===== src/rtl/system_bus_pkg.sv =====
// ============================================================================
// system_bus_pkg : shared types and default memory map for system_bus_ctrl
// Revision 1.0
// ============================================================================
`default_nettype none

package system_bus_pkg;

  typedef enum logic [1:0] {
    IDLE = 2'd0,
    WAIT = 2'd1,
    ACKW = 2'd2,
    HOLD = 2'd3
  } bus_state_t;

  localparam logic [1:0] ERR_NONE     = 2'b00;
  localparam logic [1:0] ERR_UNMAPPED = 2'b01;
  localparam logic [1:0] ERR_TIMEOUT  = 2'b10;
  localparam logic [1:0] ERR_RDWR     = 2'b11;

  // Default map: RAM 00000-03FFF, ROM FC000-FFFFF, PIC IO 0x2x, PIT IO 0x4x
  localparam logic [79:0] C_SLV_BASE    = {20'h00040, 20'h00020, 20'hFC000, 20'h00000};
  localparam logic [79:0] C_SLV_MASK    = {20'h000F0, 20'h000F0, 20'hFC000, 20'hFC000};
  localparam logic [3:0]  C_SLV_IO      = 4'b1100;
  localparam logic [15:0] C_SLV_WAIT    = {4'd2, 4'd0, 4'd1, 4'd0};
  localparam logic [3:0]  C_SLV_USE_ACK = 4'b1000;

endpackage

`default_nettype wire


===== src/rtl/system_bus_ctrl_decoder.sv =====
// ============================================================================
// bus_addr_decoder : combinational slave window decode, lowest index wins
// Revision 1.0
// ============================================================================
`default_nettype none

module bus_addr_decoder
  import system_bus_pkg::*;
#(
  parameter int                      ADDR_W   = 20,
  parameter int                      N_SLV    = 4,
  parameter int                      IDX_W    = 2,
  parameter logic [N_SLV*ADDR_W-1:0] SLV_BASE = C_SLV_BASE,
  parameter logic [N_SLV*ADDR_W-1:0] SLV_MASK = C_SLV_MASK,
  parameter logic [N_SLV-1:0]        SLV_IO   = C_SLV_IO,
  parameter int                      INTA_SLV = 1
) (
  input  logic [ADDR_W-1:0] addr,
  input  logic              iom,
  input  logic              inta,
  output logic              hit,
  output logic [IDX_W-1:0]  idx,
  output logic [N_SLV-1:0]  sel
);

  logic [N_SLV-1:0] match;

  generate
    for (genvar i = 0; i < N_SLV; i++) begin : g_match
      assign match[i] = (iom == SLV_IO[i]) &&
                        ((addr & SLV_MASK[i*ADDR_W +: ADDR_W]) == SLV_BASE[i*ADDR_W +: ADDR_W]);
    end
  endgenerate

  always_comb begin
    hit = 1'b0;
    idx = '0;
    if (inta) begin
      hit = 1'b1;
      idx = IDX_W'(INTA_SLV);
    end else begin
      // Scan downwards so the lowest matching index is the last one written
      for (int i = N_SLV - 1; i >= 0; i--) begin
        if (match[i]) begin
          hit = 1'b1;
          idx = IDX_W'(i);
        end
      end
    end
  end

  assign sel = hit ? (N_SLV'(1) << idx) : '0;

endmodule

`default_nettype wire


===== src/rtl/system_bus_ctrl.sv =====
// ============================================================================
// system_bus_ctrl : clocked 8088 bus glue with decode, wait states, ack
//                   timeout, registered read data and sticky error log
// Revision 1.0
// ============================================================================
`default_nettype none

module system_bus_ctrl
  import system_bus_pkg::*;
#(
  parameter int                      ADDR_W       = 20,
  parameter int                      DATA_W       = 8,
  parameter int                      N_SLV        = 4,
  parameter logic [N_SLV*ADDR_W-1:0] SLV_BASE     = C_SLV_BASE,
  parameter logic [N_SLV*ADDR_W-1:0] SLV_MASK     = C_SLV_MASK,
  parameter logic [N_SLV-1:0]        SLV_IO       = C_SLV_IO,
  parameter logic [N_SLV*4-1:0]      SLV_WAIT     = C_SLV_WAIT,
  parameter logic [N_SLV-1:0]        SLV_USE_ACK  = C_SLV_USE_ACK,
  parameter int                      INTA_SLV     = 1,
  parameter int                      TIMEOUT      = 64,
  parameter logic [DATA_W-1:0]       DEFAULT_DATA = '0
) (
  input  logic                    clk,
  input  logic                    rst,
  input  logic                    cpu_rd_n,
  input  logic                    cpu_wr_n,
  input  logic                    cpu_iom,
  input  logic                    cpu_inta_n,
  input  logic [ADDR_W-1:0]       cpu_addr,
  input  logic [DATA_W-1:0]       cpu_dout,
  output logic [DATA_W-1:0]       cpu_din,
  output logic                    cpu_ready,
  output logic [N_SLV-1:0]        slv_sel,
  output logic                    slv_rd,
  output logic                    slv_wr,
  output logic [ADDR_W-1:0]       slv_addr,
  output logic [DATA_W-1:0]       slv_wdata,
  input  logic [N_SLV*DATA_W-1:0] slv_rdata,
  input  logic [N_SLV-1:0]        slv_ack,
  output logic                    bus_err,
  output logic [ADDR_W-1:0]       err_addr,
  output logic [1:0]              err_code,
  input  logic                    err_clr
);

  localparam int               IDX_W    = (N_SLV > 1) ? $clog2(N_SLV) : 1;
  localparam int               TOC_W    = (TIMEOUT > 1) ? $clog2(TIMEOUT) : 1;
  localparam logic [TOC_W-1:0] TOC_LAST = TOC_W'(TIMEOUT - 1);

  bus_state_t       state;
  logic             rd_q, wr_q, inta_q;
  logic [IDX_W-1:0] cur_idx;
  logic             cur_wr;
  logic [3:0]       cnt;
  logic [TOC_W-1:0] toc;

  logic             dec_hit;
  logic [IDX_W-1:0] dec_idx;
  logic [N_SLV-1:0] dec_sel;

  logic              start, is_write, is_rdwr;
  logic              ack_cur, need_ack;
  logic [DATA_W-1:0] rdata_cur;
  logic [3:0]        wait_load;

  logic              err_event;
  logic [1:0]        err_event_code;
  logic [ADDR_W-1:0] err_event_addr;

  bus_addr_decoder #(
    .ADDR_W   (ADDR_W),
    .N_SLV    (N_SLV),
    .IDX_W    (IDX_W),
    .SLV_BASE (SLV_BASE),
    .SLV_MASK (SLV_MASK),
    .SLV_IO   (SLV_IO),
    .INTA_SLV (INTA_SLV)
  ) u_dec (
    .addr (cpu_addr),
    .iom  (cpu_iom),
    .inta (~cpu_inta_n),
    .hit  (dec_hit),
    .idx  (dec_idx),
    .sel  (dec_sel)
  );

  assign start = (state == IDLE) &&
                 ((~cpu_rd_n & rd_q) | (~cpu_wr_n & wr_q) | (~cpu_inta_n & inta_q));
  assign is_write  = ~cpu_wr_n;
  assign is_rdwr   = ~cpu_rd_n & ~cpu_wr_n;
  assign ack_cur   = slv_ack[cur_idx];
  assign need_ack  = SLV_USE_ACK[cur_idx];
  assign rdata_cur = slv_rdata[cur_idx*DATA_W +: DATA_W];
  assign wait_load = SLV_WAIT[dec_idx*4 +: 4];

  always_comb begin
    err_event      = 1'b0;
    err_event_code = ERR_NONE;
    err_event_addr = '0;
    if (start && is_rdwr) begin
      err_event      = 1'b1;
      err_event_code = ERR_RDWR;
      err_event_addr = cpu_addr;
    end else if (start && !dec_hit) begin
      err_event      = 1'b1;
      err_event_code = ERR_UNMAPPED;
      err_event_addr = cpu_addr;
    end else if (state == ACKW && !ack_cur && toc == TOC_LAST) begin
      err_event      = 1'b1;
      err_event_code = ERR_TIMEOUT;
      err_event_addr = slv_addr;
    end
  end

  always_ff @(posedge clk) begin
    if (rst) begin
      state     <= IDLE;
      rd_q      <= 1'b1;
      wr_q      <= 1'b1;
      inta_q    <= 1'b1;
      cur_idx   <= '0;
      cur_wr    <= 1'b0;
      cnt       <= 4'd0;
      toc       <= '0;
      cpu_ready <= 1'b1;
      cpu_din   <= DEFAULT_DATA;
      slv_sel   <= '0;
      slv_rd    <= 1'b0;
      slv_wr    <= 1'b0;
      slv_addr  <= '0;
      slv_wdata <= '0;
    end else begin
      rd_q   <= cpu_rd_n;
      wr_q   <= cpu_wr_n;
      inta_q <= cpu_inta_n;
      slv_wr <= 1'b0;
      case (state)
        IDLE: begin
          if (start) begin
            cpu_ready <= 1'b0;
            if (dec_hit) begin
              state     <= WAIT;
              slv_addr  <= cpu_addr;
              slv_wdata <= cpu_dout;
              cnt       <= wait_load;
              slv_sel   <= dec_sel;
              slv_rd    <= ~is_write;
              slv_wr    <= is_write;
              cur_idx   <= dec_idx;
              cur_wr    <= is_write;
            end else begin
              state   <= HOLD;
              cpu_din <= DEFAULT_DATA;
            end
          end
        end
        WAIT: begin
          if (cnt == 4'd0) begin
            if (!need_ack || ack_cur) begin
              if (!cur_wr) cpu_din <= rdata_cur;
              cpu_ready <= 1'b1;
              slv_sel   <= '0;
              slv_rd    <= 1'b0;
              state     <= HOLD;
            end else begin
              toc   <= '0;
              state <= ACKW;
            end
          end else begin
            cnt <= cnt - 4'd1;
          end
        end
        ACKW: begin
          if (ack_cur || toc == TOC_LAST) begin
            if (!cur_wr) cpu_din <= ack_cur ? rdata_cur : DEFAULT_DATA;
            cpu_ready <= 1'b1;
            slv_sel   <= '0;
            slv_rd    <= 1'b0;
            state     <= HOLD;
          end else if (toc != '1) begin
            toc <= toc + 1'b1;
          end
        end
        HOLD: begin
          cpu_ready <= 1'b1;
          slv_sel   <= '0;
          slv_rd    <= 1'b0;
          if (cpu_rd_n && cpu_wr_n && cpu_inta_n) state <= IDLE;
        end
        default: state <= IDLE;
      endcase
    end
  end

  // First error wins; a clear in the same cycle as a new error keeps the new one
  always_ff @(posedge clk) begin
    if (rst) begin
      bus_err  <= 1'b0;
      err_addr <= '0;
      err_code <= ERR_NONE;
    end else begin
      if (err_clr) begin
        bus_err  <= 1'b0;
        err_addr <= '0;
        err_code <= ERR_NONE;
      end
      if (err_event && (!bus_err || err_clr)) begin
        bus_err  <= 1'b1;
        err_addr <= err_event_addr;
        err_code <= err_event_code;
      end
    end
  end

endmodule

`default_nettype wire

===== config.mk =====
export PLATFORM = sky130hd
export DESIGN_NAME = system_bus_ctrl
export DESIGN_NICKNAME = d
export VERILOG_FILES = /design/src/rtl/system_bus_pkg.sv /design/src/rtl/system_bus_ctrl_decoder.sv /design/src/rtl/system_bus_ctrl.sv
export SDC_FILE = /design/constraint.sdc
export NUM_CORES = 1
export LEC_CHECK = 0
export ABC_AREA = 1
export BUFFER_PORTS_ARGS = -buffer_cell sky130_fd_sc_hd__buf_2
export CORE_MARGIN = 4
export CORE_UTILIZATION = 40
export DETAILED_ROUTE_END_ITERATION = 10
export PLACE_DENSITY = 0.62
export SYNTH_ARGS = -nofsm -noshare
export SYNTH_HDL_FRONTEND = slang
export SYNTH_SLANG_ARGS = --single-unit

===== constraint.sdc =====
create_clock -name clk -period 3.3 [get_ports clk]
set_input_delay 0 -clock clk [delete_from_list [all_inputs] [get_ports clk]]
set_output_delay 0 -clock clk [all_outputs]
set_load 0.1 [all_outputs]

==> reports/results.ini, run 1 <==
[status]
outcome = finished clean

[cts]
cts-root-buf = clkbuf_8
clk_latency_ns = 0.35
cts_tree = yes
path_clk_slew_ns = 0.09
cts_setup_buffers = 0
numClockSinks = 84
numCtsBuffers = 9
clockBufferDepth = 2
cts_max_level = 3
cts.repair.resized = 0

[drt]
wl_per_cell_um = 13.8
drtPass1Iterations = 5
drc = 0
ant_nets = 0
wl_mm = 12.7
via_per_inst = 5.06
vias = 4623
drt_iter0_markers = 197

[logic_synthesis]
synth.net_count = 703
yosys_warnings = 0
ys_ff_latch = 84
syn_area_sq_mm = 0.00424
synthSimpleGateAreaFrac_pct = 36.4
synth_top_cell_area_share_pct = 39.7
synth_compound_area_share_pct = 14.0
synth_top_flop_cell = dfxtp_1
synth_edf_count = 0
synthAdderAreaFrac_pct = 2.07
yosys-mux-area-fraction_pct = 0
synth_cell_types = 35
synth_area_leaders = dfxtp_1 (40%), nand2_1 (14%), nor2_1 (9.4%), o21ai_0 (5.8%), a21oi_1 (5.6%)
yosysTopAreaCell = dfxtp_1
synth-xor-area-share_pct = 1.03
postSynthCellCount = 625
synth_top_family_by_area = simple AND/OR/NAND/NOR gates
yosysSeqAreaShare_pct = 39.7
syn_area_per_cell_sq_um = 6.78
synthArstFlopShare_pct = 0

[critical_path]
cpMaxStageDelayCell = inv_2
path_max_fanout = 24
path_cells = inv_1 > ha_1 > nand2_1 > inv_1 > nand3_2 > nand3_1 > nand2_2 > inv_2 > nand2_1 > a21oi_1
slowest_delay_ns = 0.40
start_kind = register
worstPathRequired_ns = 3.59
worstSetupPathType = register to register
cp-end-kind = register
arrival_ns = 2.92

[final_layout]
fillers = 1037
syn2layout_area_growth_pct = 29.5
post-route-util_pct = 53.1
antenna_cells = 0
drive_gt1_share_pct = 22.5
design_area_sq_mm = 0.00549
fin_nets = 852

[sta]
period_minus_slack_ns = 2.63
finalMaxSlewViolations = 0
rsz0062_at_grt = false
fin_tns_setup_ns = 0
finClkSkew_ns = 0.00935
setup_slack_ns = 0.670
finalCritPeriodShare_pct = 79.7
hold_viol = 0
finalSetupViolCount = 0
hold_ws_ns = 0.0178
fmax_mhz = 380
slew_headroom_pct = 47.0
worst_slew_pin_slew_ns = 0.795

[placement]
place.detailed.hpwl_mm = 8.86
io_buffers = 136
pre_cts_ws_ns = 0.712
gp_congestion = 0.889
dpl_cell_area_sq_mm = 0.00496

[power_and_ir_drop]
p_clk_share_pct = 16.5
p_switching_mw = 2.71
p_per_area_mw_per_mm2 = 901
power_switching_share_pct = 54.9
combPwrFrac_pct = 55.4
sequentialPowerShare_pct = 28.1
peakVddDrop_uv = 889
leakage_nw = 2.61
intPower_mw = 2.23

[grt]
grt_pass1_vias = 4370
grt-ovfl-total = 0
grt_max_degree = 36
grt_first_pass_wirelength_mm = 21.0
grt_antenna_before_repair = 0
gr-usage-all-layers_pct = 20.3

[floorplanning]
io_pins = 137
row_count = 37
die_area_sq_mm = 0.0123
start_util_pct = 41.0
core-area_sq_mm = 0.0103
die_h_um = 111
die_w_um = 111

[hold_path]
min_path_type = input pin to register

[flow_run]
maxCapViolations = 0

[kinds of logic after synthesis]
family,Yosys count
buffers and inverters,66
adders and majority gates,7
and+or+nand+nor,350
xor gates and xnor gates,5
DFF,84
AOI/OAI and AO/OA,113
[Yosys cell counts (6+ instances only)]
library cell    n
nor2_1        106
nand3b_1       20
buf_2          14
a31oi_1         9
inv_2           6
dfxtp_1        84
nand2_1       155
inv_1          25
o21ai_0        49
a21oi_1        47
ha_1            7
clkbuf_1       14
nand3_1        46
[registers in the layout, summed over array words and instances (netlist names)]
name       count
toc            6
err_code       2
slv_wr         1
err_addr      20
slv_wdata      8
inta_q         1
cpu_din        8
cnt            4
cur_wr         1
cpu_ready      1
rd_q           1
slv_addr      20
cur_idx        2
state          2
slv_sel        4
bus_err        1
wr_q           1
slv_rd         1
[layout by cell type (no fill, tap or decap), types with 4 or more instances in the layout]
cell type	n
a21oi_1	47
a31oi_1	9
buf_2	136
buf_4	5
clkbuf_8	10
dfxtp_1	84
dlygate4sd3_1	31
ha_1	7
inv_1	25
inv_2	6
nand2_1	155
nand2_2	4
nand3_1	46
nand3b_1	20
nand4_1	5
nor2_1	106
o21ai_0	49
xor2_1	4
[final timing paths]
check / startpoint / endpoint / slack, ns / cells past startpoint
hold reg to reg: cpu_din[3] / cpu_din[3] / 0.47 / 2
setup reg to reg: state[0] / err_addr[13] / 0.67 / 10
setup / recovery: state[0] / err_addr[13] / 0.67 / 10
hold / removal: slv_rdata[4] / cpu_din[4] / 0.02 / 5
[power groups by stage]
| stage | sequential, mW | clock (mW) | combinational [mW] |
|---|---|---|---|
| 2_1_floorplan | 2.59 | 0 | 1.05 |
| 3_3_place_gp | 1.40 | 0 | 2.69 |
| 3_5_place_dp | 1.41 | 0 | 2.70 |
| 4_1_cts | 1.39 | 0.834 | 2.74 |
| 5_1_grt | 1.42 | 0.880 | 2.95 |
| 6_report | 1.39 | 0.817 | 2.74 |
[critical path, delay by kind of cell (launching register included)]
| kind | cells | cell delay (ns) |
|---|---|---|
| compound gates | 1 | 0.16 |
| fa+ha+maj | 1 | 0.29 |
| buf+inv | 3 | 0.59 |
| flops | 1 | 0.35 |
| simple gates | 5 | 1.16 |
[cell type report]
| type | instances | area, sq um | area share [%] |
|---|---|---|---|
| clock buffers | 11 | 141 | 2.58 |
| clock inverters | 4 | 73.8 | 1.35 |
| inverters | 32 | 125 | 2.28 |
| multi-input cells | 475 | 2270 | 41.3 |
| flip-flops and latches | 84 | 1680 | 30.6 |
| well taps | 136 | 170 | 3.10 |
| repair buffers | 172 | 1030 | 18.7 |
[stage by stage]
stage,std cells,power (mW)
6_report,914,4.94
3_5_place_dp,868,4.11
3_3_place_gp,868,4.09
4_1_cts,914,4.96
5_1_grt,914,5.24
2_1_floorplan,625,3.64
[repair_timing]
action / in CTS / in global routing
setup endpoints to repair: 0 / 0
hold endpoints to repair: 39 / 0
hold buffers: 31 / 0
[layer usage]
metal	wire length (um)	GRT usage (%)
met4	157	4.68
met2	6070	34.1
met5	0	0
met3	724	5.02
met1	5710	26.2
Power figures use the tool's default switching activity.
==> inputs of run 2 (changes only) <==
- ABC_AREA: 1 -> 0
- PLACE_DENSITY: 0.62 -> 0.65
- clock period: 3.3 -> 2.3 ns (I/O delays scaled with it)
==> run 2 against run 1 <==
Compared with the run above:
- sequential power rose by 37%
- final cell count fell by 13%
- die area rose by 0.11%
- via count fell by 2.4%
- sequential share of layout area fell by 2.1 points
- final area rose by 7.5%
- hold slack improved by 0.045 ns
- global-route usage rose by 1.2 points
- clock power rose by 32%
- maximum frequency rose by 15%
==> reports/results.ini, run 2 <==
[sta]
finClkSkew_ns = 0.0112  ; +0.00188 ns
rsz0062_at_grt = true
finalSetupViolCount = 0  ; unchanged
fmax_mhz = 438  ; +15%
slew_headroom_pct = 47.3  ; +0.27 points
finalMaxSlewViolations = 0  ; unchanged
hold_viol = 0  ; unchanged
finalCritPeriodShare_pct = 99.3  ; +20 points
period_minus_slack_ns = 2.28  ; -0.347 ns
worst_slew_pin_slew_ns = 0.789  ; -0.00593 ns

[grt]
grt_pass1_vias = 4516  ; +3.3%
grt_max_degree = 44  ; +22%
grt_first_pass_wirelength_mm = 22.0  ; +4.4%
grt_antenna_before_repair = 0  ; unchanged
gr-usage-all-layers_pct = 21.5  ; +1.2 points
grt-ovfl-total = 0  ; unchanged

[cts]
cts_tree = yes
numClockSinks = 84  ; unchanged
cts-root-buf = clkbuf_8
path_clk_slew_ns = 0.09  ; about the same
numCtsBuffers = 9  ; unchanged
clockBufferDepth = 2  ; unchanged
cts_max_level = 3  ; unchanged
clk_latency_ns = 0.37  ; +0.02 ns

[drt]
drtPass1Iterations = 5  ; unchanged
wl_per_cell_um = 17.0  ; +23%
drt_iter0_markers = 288  ; +46%
ant_nets = 0  ; unchanged
drc = 0  ; unchanged
via_per_inst = 5.64  ; +12%
vias = 4510  ; -2.4%
wl_mm = 13.6  ; +7.2%

[floorplanning]
row_count = 37  ; unchanged
start_util_pct = 41.1  ; +0.048 points
core-area_sq_mm = 0.0103  ; unchanged
die_w_um = 111  ; about the same
die_area_sq_mm = 0.0123  ; +0.11%
io_pins = 137  ; unchanged
die_h_um = 111  ; about the same

[logic_synthesis]
synth_cell_types = 62  ; +77%
yosysTopAreaCell = dfxtp_1
synthArstFlopShare_pct = 0  ; unchanged
synth_top_cell_area_share_pct = 39.6  ; -0.047 points
synth_top_flop_cell = dfxtp_1
synth_area_leaders = dfxtp_1 (40%), nand2_1 (7.3%), mux4_2 (4.8%), a21oi_1 (4.7%), a221oi_1 (4.3%)
yosysSeqAreaShare_pct = 39.6  ; -0.047 points
postSynthCellCount = 478  ; -24%
synth_most_common_cell = dfxtp_1
syn_area_per_cell_sq_um = 8.87  ; +31%
ys_ff_latch = 84  ; unchanged
synth.net_count = 556  ; -21%
yosys_warnings = 0  ; unchanged
synth_edf_count = 0  ; unchanged
synth_common_cells = dfxtp_1 (84), nand2_1 (82), a21oi_1 (40), clkbuf_1 (35), a211oi_1 (22)
syn_area_sq_mm = 0.00424  ; +0.12%

[power_and_ir_drop]
p_switching_mw = 3.49  ; +29%
peakVddDrop_uv = 785  ; -12%
leakage_nw = 2.46  ; -5.7%
p_total_mw = 6.86  ; +39%
intPower_mw = 3.37  ; +51%
power_switching_share_pct = 50.8  ; -4.0 points
p_clk_share_pct = 15.8  ; -0.7 points
sequentialPowerShare_pct = 27.7  ; -0.4 points
combPwrFrac_pct = 56.5  ; +1.1 points
p_per_area_mw_per_mm2 = 1160  ; +29%

[status]
outcome = finished clean

[critical_path]
worstPathRequired_ns = 2.56  ; -1.03 ns
path_max_fanout = 3  ; -88%
r2r_slack_ns = 0.02  ; -0.65 ns
arrival_ns = 2.54  ; -0.38 ns
worstSetupPathType = register to register
cp-end-kind = register
start_kind = register

[final_layout]
syn2layout_area_growth_pct = 39.0
final_common_cell = buf_2
fillers = 930  ; -10%
antenna_cells = 0  ; unchanged
fin_nets = 736  ; -14%
final_cell_mix = buf_2 (136), dfxtp_1 (83), nand2_1 (82), a21oi_1 (40), buf_4 (38)
largestRegisters = err_addr x20, slv_addr x20
drive_gt1_share_pct = 35.0  ; +12 points
post-route-util_pct = 57.1  ; +4.0 points

[placement]
io_buffers = 136  ; unchanged
gp_congestion = 0.809  ; -9.1%
place.detailed.hpwl_mm = 9.73  ; +9.8%

[hold_path]
min_path_type = input pin to register

[flow_run]
maxCapViolations = 0  ; unchanged

-- run 2: changes by cell type after synthesis, sizes merged, moves of 18 or more --
cell,change
a221oi,+21
clkbuf,+21
nand2,-78
nand3,-37
inv,-20
o21ai,-42
a211oi,+20
nor2,-99
a32oi,+18
-- run 2: area by class of cell --
cell class,instances,area [sq um],area share (%)
Sequential cell,84,1680,28.5
Tap cell,136,170,2.89
Multi-Input combinational cell,341,2430,41.2
Timing Repair Buffer,211,1370,23.2
Clock buffer,9,124,2.10
Inverter,11,41.3,0.700
Clock inverter,7,76.3,1.29
-- run 2: routing by layer --
metal | up-vias | track usage [%] | part of all wire (%)
met4 | 0 | 6.98 | 1.3
li1 | 2178 | - | -
met2 | 136 | 37.4 | 51
met3 | 15 | 4.91 | 5.5
met5 | - | 0 | 0
met1 | 2181 | 26.1 | 42
-- run 2: what timing repair did --
action | 4_1_cts | 5_1_grt
buffers inserted | 0 | 2
hold buffers | 31 | 0
pin swaps | 1 | 0
hold endpoints to repair | 32 | 0
resized for setup | 1 | 11
endpoints found under the setup margin | 1 | 58
-- run 2: critical path: stages (launching register included) --
cell	delay (ns)
dfxtp_2	0.35
mux4_2	0.53
a31o_1	0.22
a2111o_1	0.40
or3_4	0.38
mux2_4	0.30
-- run 2: path summary, 6_finish.rpt --
check	end	start	cells past startpoint
setup / recovery	toc[3]	cur_idx[0]	5
hold / removal	cur_idx[1]	rst	2
setup reg to reg	toc[3]	cur_idx[0]	5
hold reg to reg	slv_wdata[2]	slv_wdata[2]	2
-- run 2: logic make-up after synthesis --
group | synth area share [%]
simple gates | 18.1
compound gates | 26.8
flops | 39.6
buf+inv | 4.84
mux | 8.17
fa+ha+maj | 2.06
xor+xnor | 0.413
-- run 2: stage by stage --
step	TNS, ns	hold slack (ns)	instance area [sq um]	setup WS, ns	cells
after floorplan	0	0.107	4250	0.0197	478
after global placement	0	0.242	5320	0.0416	750
after detailed placement	-0.0179	0.247	5320	-0.0179	750
after CTS	0	0.0411	5840	0.0139	797
after global routing	-0.0584	0.0701	5900	-0.0539	799
final	0	0.0630	5900	0.0167	799
-- run 2: power groups by stage --
stage | Combinational [mW] | Clock [mW] | Sequential (mW)
final | 3.88 | 1.08 | 1.90
after global routing | 4.10 | 1.18 | 1.93
after CTS | 3.83 | 1.10 | 1.90
after detailed placement | 3.78 | 0 | 1.93
after global placement | 3.72 | 0 | 1.92
after floorplan | 1.40 | 0 | 3.35
==> inputs of run 3 (changes only) <==
- CORE_UTILIZATION: 40 -> 46
- PLACE_DENSITY: 0.65 -> 0.76
==> run 3 against run 2 <==
Compared with the run above:
- the run now ends with negative setup slack left
- sequential share of layout area rose by 0.50 points
- hold slack worse by 0.044 ns
- sequential power hardly changed
- register-to-register slack worse by 0.03 ns
- critical path type unchanged
- critical endpoint unchanged
- highest routed layer unchanged
==> reports/results.ini, run 3 (synthesis gave the netlist of run 2 again) <==
[drt]
drc = 0  ; unchanged
wl_mm = 13.3  ; -1.8%
drtPass1Iterations = 4  ; -1
drt_iter0_markers = 240  ; -17%
wl_per_cell_um = 17.4  ; +2.4%
vias = 4593  ; +1.8%
via_per_inst = 6.00  ; +6.2%
ant_nets = 0  ; unchanged

[sta]
fin_tns_setup_ns = -0.0151  ; -0.0151 ns
finalCritPeriodShare_pct = 101  ; +1.4 points
fmax_mhz = 432  ; -1.4%
rsz0062_at_grt = true
period_minus_slack_ns = 2.32  ; +0.0318 ns
hold_viol = 0  ; unchanged
slew_headroom_pct = 38.0  ; -9.2 points
hold_ws_ns = 0.0191  ; -0.0438 ns
setup_slack_ns = -0.0151  ; -0.0318 ns
finalMaxSlewViolations = 0  ; unchanged
finClkSkew_ns = 0.00983  ; -0.00140 ns
worst_slew_pin_slew_ns = 0.927  ; +0.138 ns
finalSetupViolCount = 1  ; +1

[hold_path]
min_path_type = input pin to register
hold_depth = 2  ; unchanged

[final_layout]
final_cell_mix = buf_2 (136), dfxtp_1 (83), nand2_1 (82), a21oi_1 (40), buf_4 (35)
design_area_sq_mm = 0.00579  ; -1.7%
finalNonFillerCells = 766  ; -4.1%
final_common_cell = buf_2
drive_gt1_share_pct = 34.2  ; -0.80 points
post-route-util_pct = 65.5  ; +8.4 points
largestRegisters = err_addr x20, slv_addr x20
syn2layout_area_growth_pct = 36.6
fin_nets = 731  ; -0.68%
antenna_cells = 0  ; unchanged

[floorplanning]
die_w_um = 104  ; -6.3%
row_count = 34  ; -8.1%
core-area_sq_mm = 0.00885  ; -14%
io_pins = 137  ; unchanged
start_util_pct = 47.9  ; +6.8 points
die_h_um = 104  ; -6.3%
die_area_sq_mm = 0.0108  ; -12%

[critical_path]
worstPathRequired_ns = 2.54  ; -0.02 ns
r2r_slack_ns = -0.02  ; -0.03 ns
path_max_fanout = 5  ; +2
cp-end-kind = register
arrival_ns = 2.56  ; +0.02 ns
worstSetupPathType = register to register
start_kind = register
reg2reg_depth = 5  ; unchanged

[cts]
numCtsBuffers = 9  ; unchanged
path_clk_slew_ns = 0.08  ; about the same
cts-root-buf = clkbuf_8
numClockSinks = 84  ; unchanged
cts_max_level = 3  ; unchanged
cts_tree = yes
clockBufferDepth = 2  ; unchanged
clk_latency_ns = 0.36  ; about the same

[grt]
gr-usage-all-layers_pct = 24.5  ; +3.0 points
grt_antenna_before_repair = 0  ; unchanged
grt-ovfl-total = 0  ; unchanged
grt_pass1_vias = 4572  ; +1.2%
grt_first_pass_wirelength_mm = 22.3  ; +1.6%
grt_max_degree = 52  ; +18%

[status]
violations = negative setup slack
outcome = complete, but fails checks

[placement]
gp_congestion = 0.931  ; +15%
dpl_cell_area_sq_mm = 0.00525  ; -1.5%
io_buffers = 136  ; unchanged
place.detailed.hpwl_mm = 9.30  ; -4.4%
placedCellCount = 718  ; -4.3%
pre_cts_ws_ns = -0.0290  ; -0.0111 ns

[power_and_ir_drop]
leakage_nw = 2.42  ; -1.7%
p_total_mw = 6.76  ; -1.5%
p_per_area_mw_per_mm2 = 1170  ; +0.26%
peakVddDrop_uv = 792  ; +0.81%

[flow_run]
maxCapViolations = 0  ; unchanged

run 3: routing by layer:
metal | global-route usage (%) | wire length, um | vias up
li1 | - | - | 2170
met1 | 30.4 | 5500 | 2200
met2 | 42.3 | 6720 | 186
met3 | 4.78 | 799 | 37
met4 | 8.74 | 308 | 0
met5 | 0 | 0 | -
run 3: report_power, final:
group | total, mW | internal, mW | switching [mW]
Sequential | 1.90 | 1.72 | 0.172
Clock | 1.00 | 0.458 | 0.545
Combinational | 3.86 | 1.14 | 2.72
Total | 6.76 | 3.32 | 3.44
run 3: path summary, 6_finish.rpt:
check                     from           end
hold / removal             rst    slv_sel[2]
setup / recovery    cur_idx[0]        toc[3]
hold reg to reg   slv_wdata[7]  slv_wdata[7]
setup reg to reg    cur_idx[0]        toc[3]
run 3: layout make-up:
cell class / instances / area, sq um
sequential: 84 / 1680
inverter: 11 / 41.3
fill: 745 / 3050
clock inverter: 4 / 32.5
multi-input combinational: 341 / 2430
tap: 108 / 135
clock buffer: 12 / 155
timing repair buffer: 206 / 1320
run 3: what timing repair did:
item	CTS	global route
pin swaps	2	0
endpoints found under the setup margin	1	21
hold buffers	31	0
gates resized for setup	1	9
setup buffers	0	1
endpoints found under the hold margin	33	0
run 3: critical path, stage by stage, from the launching register on:
cell and delay [ns]:
dfxtp_2 0.34, mux4_2 0.51, a31o_1 0.22, a2111o_1 0.43, or3_1 0.40, mux2_1 0.31
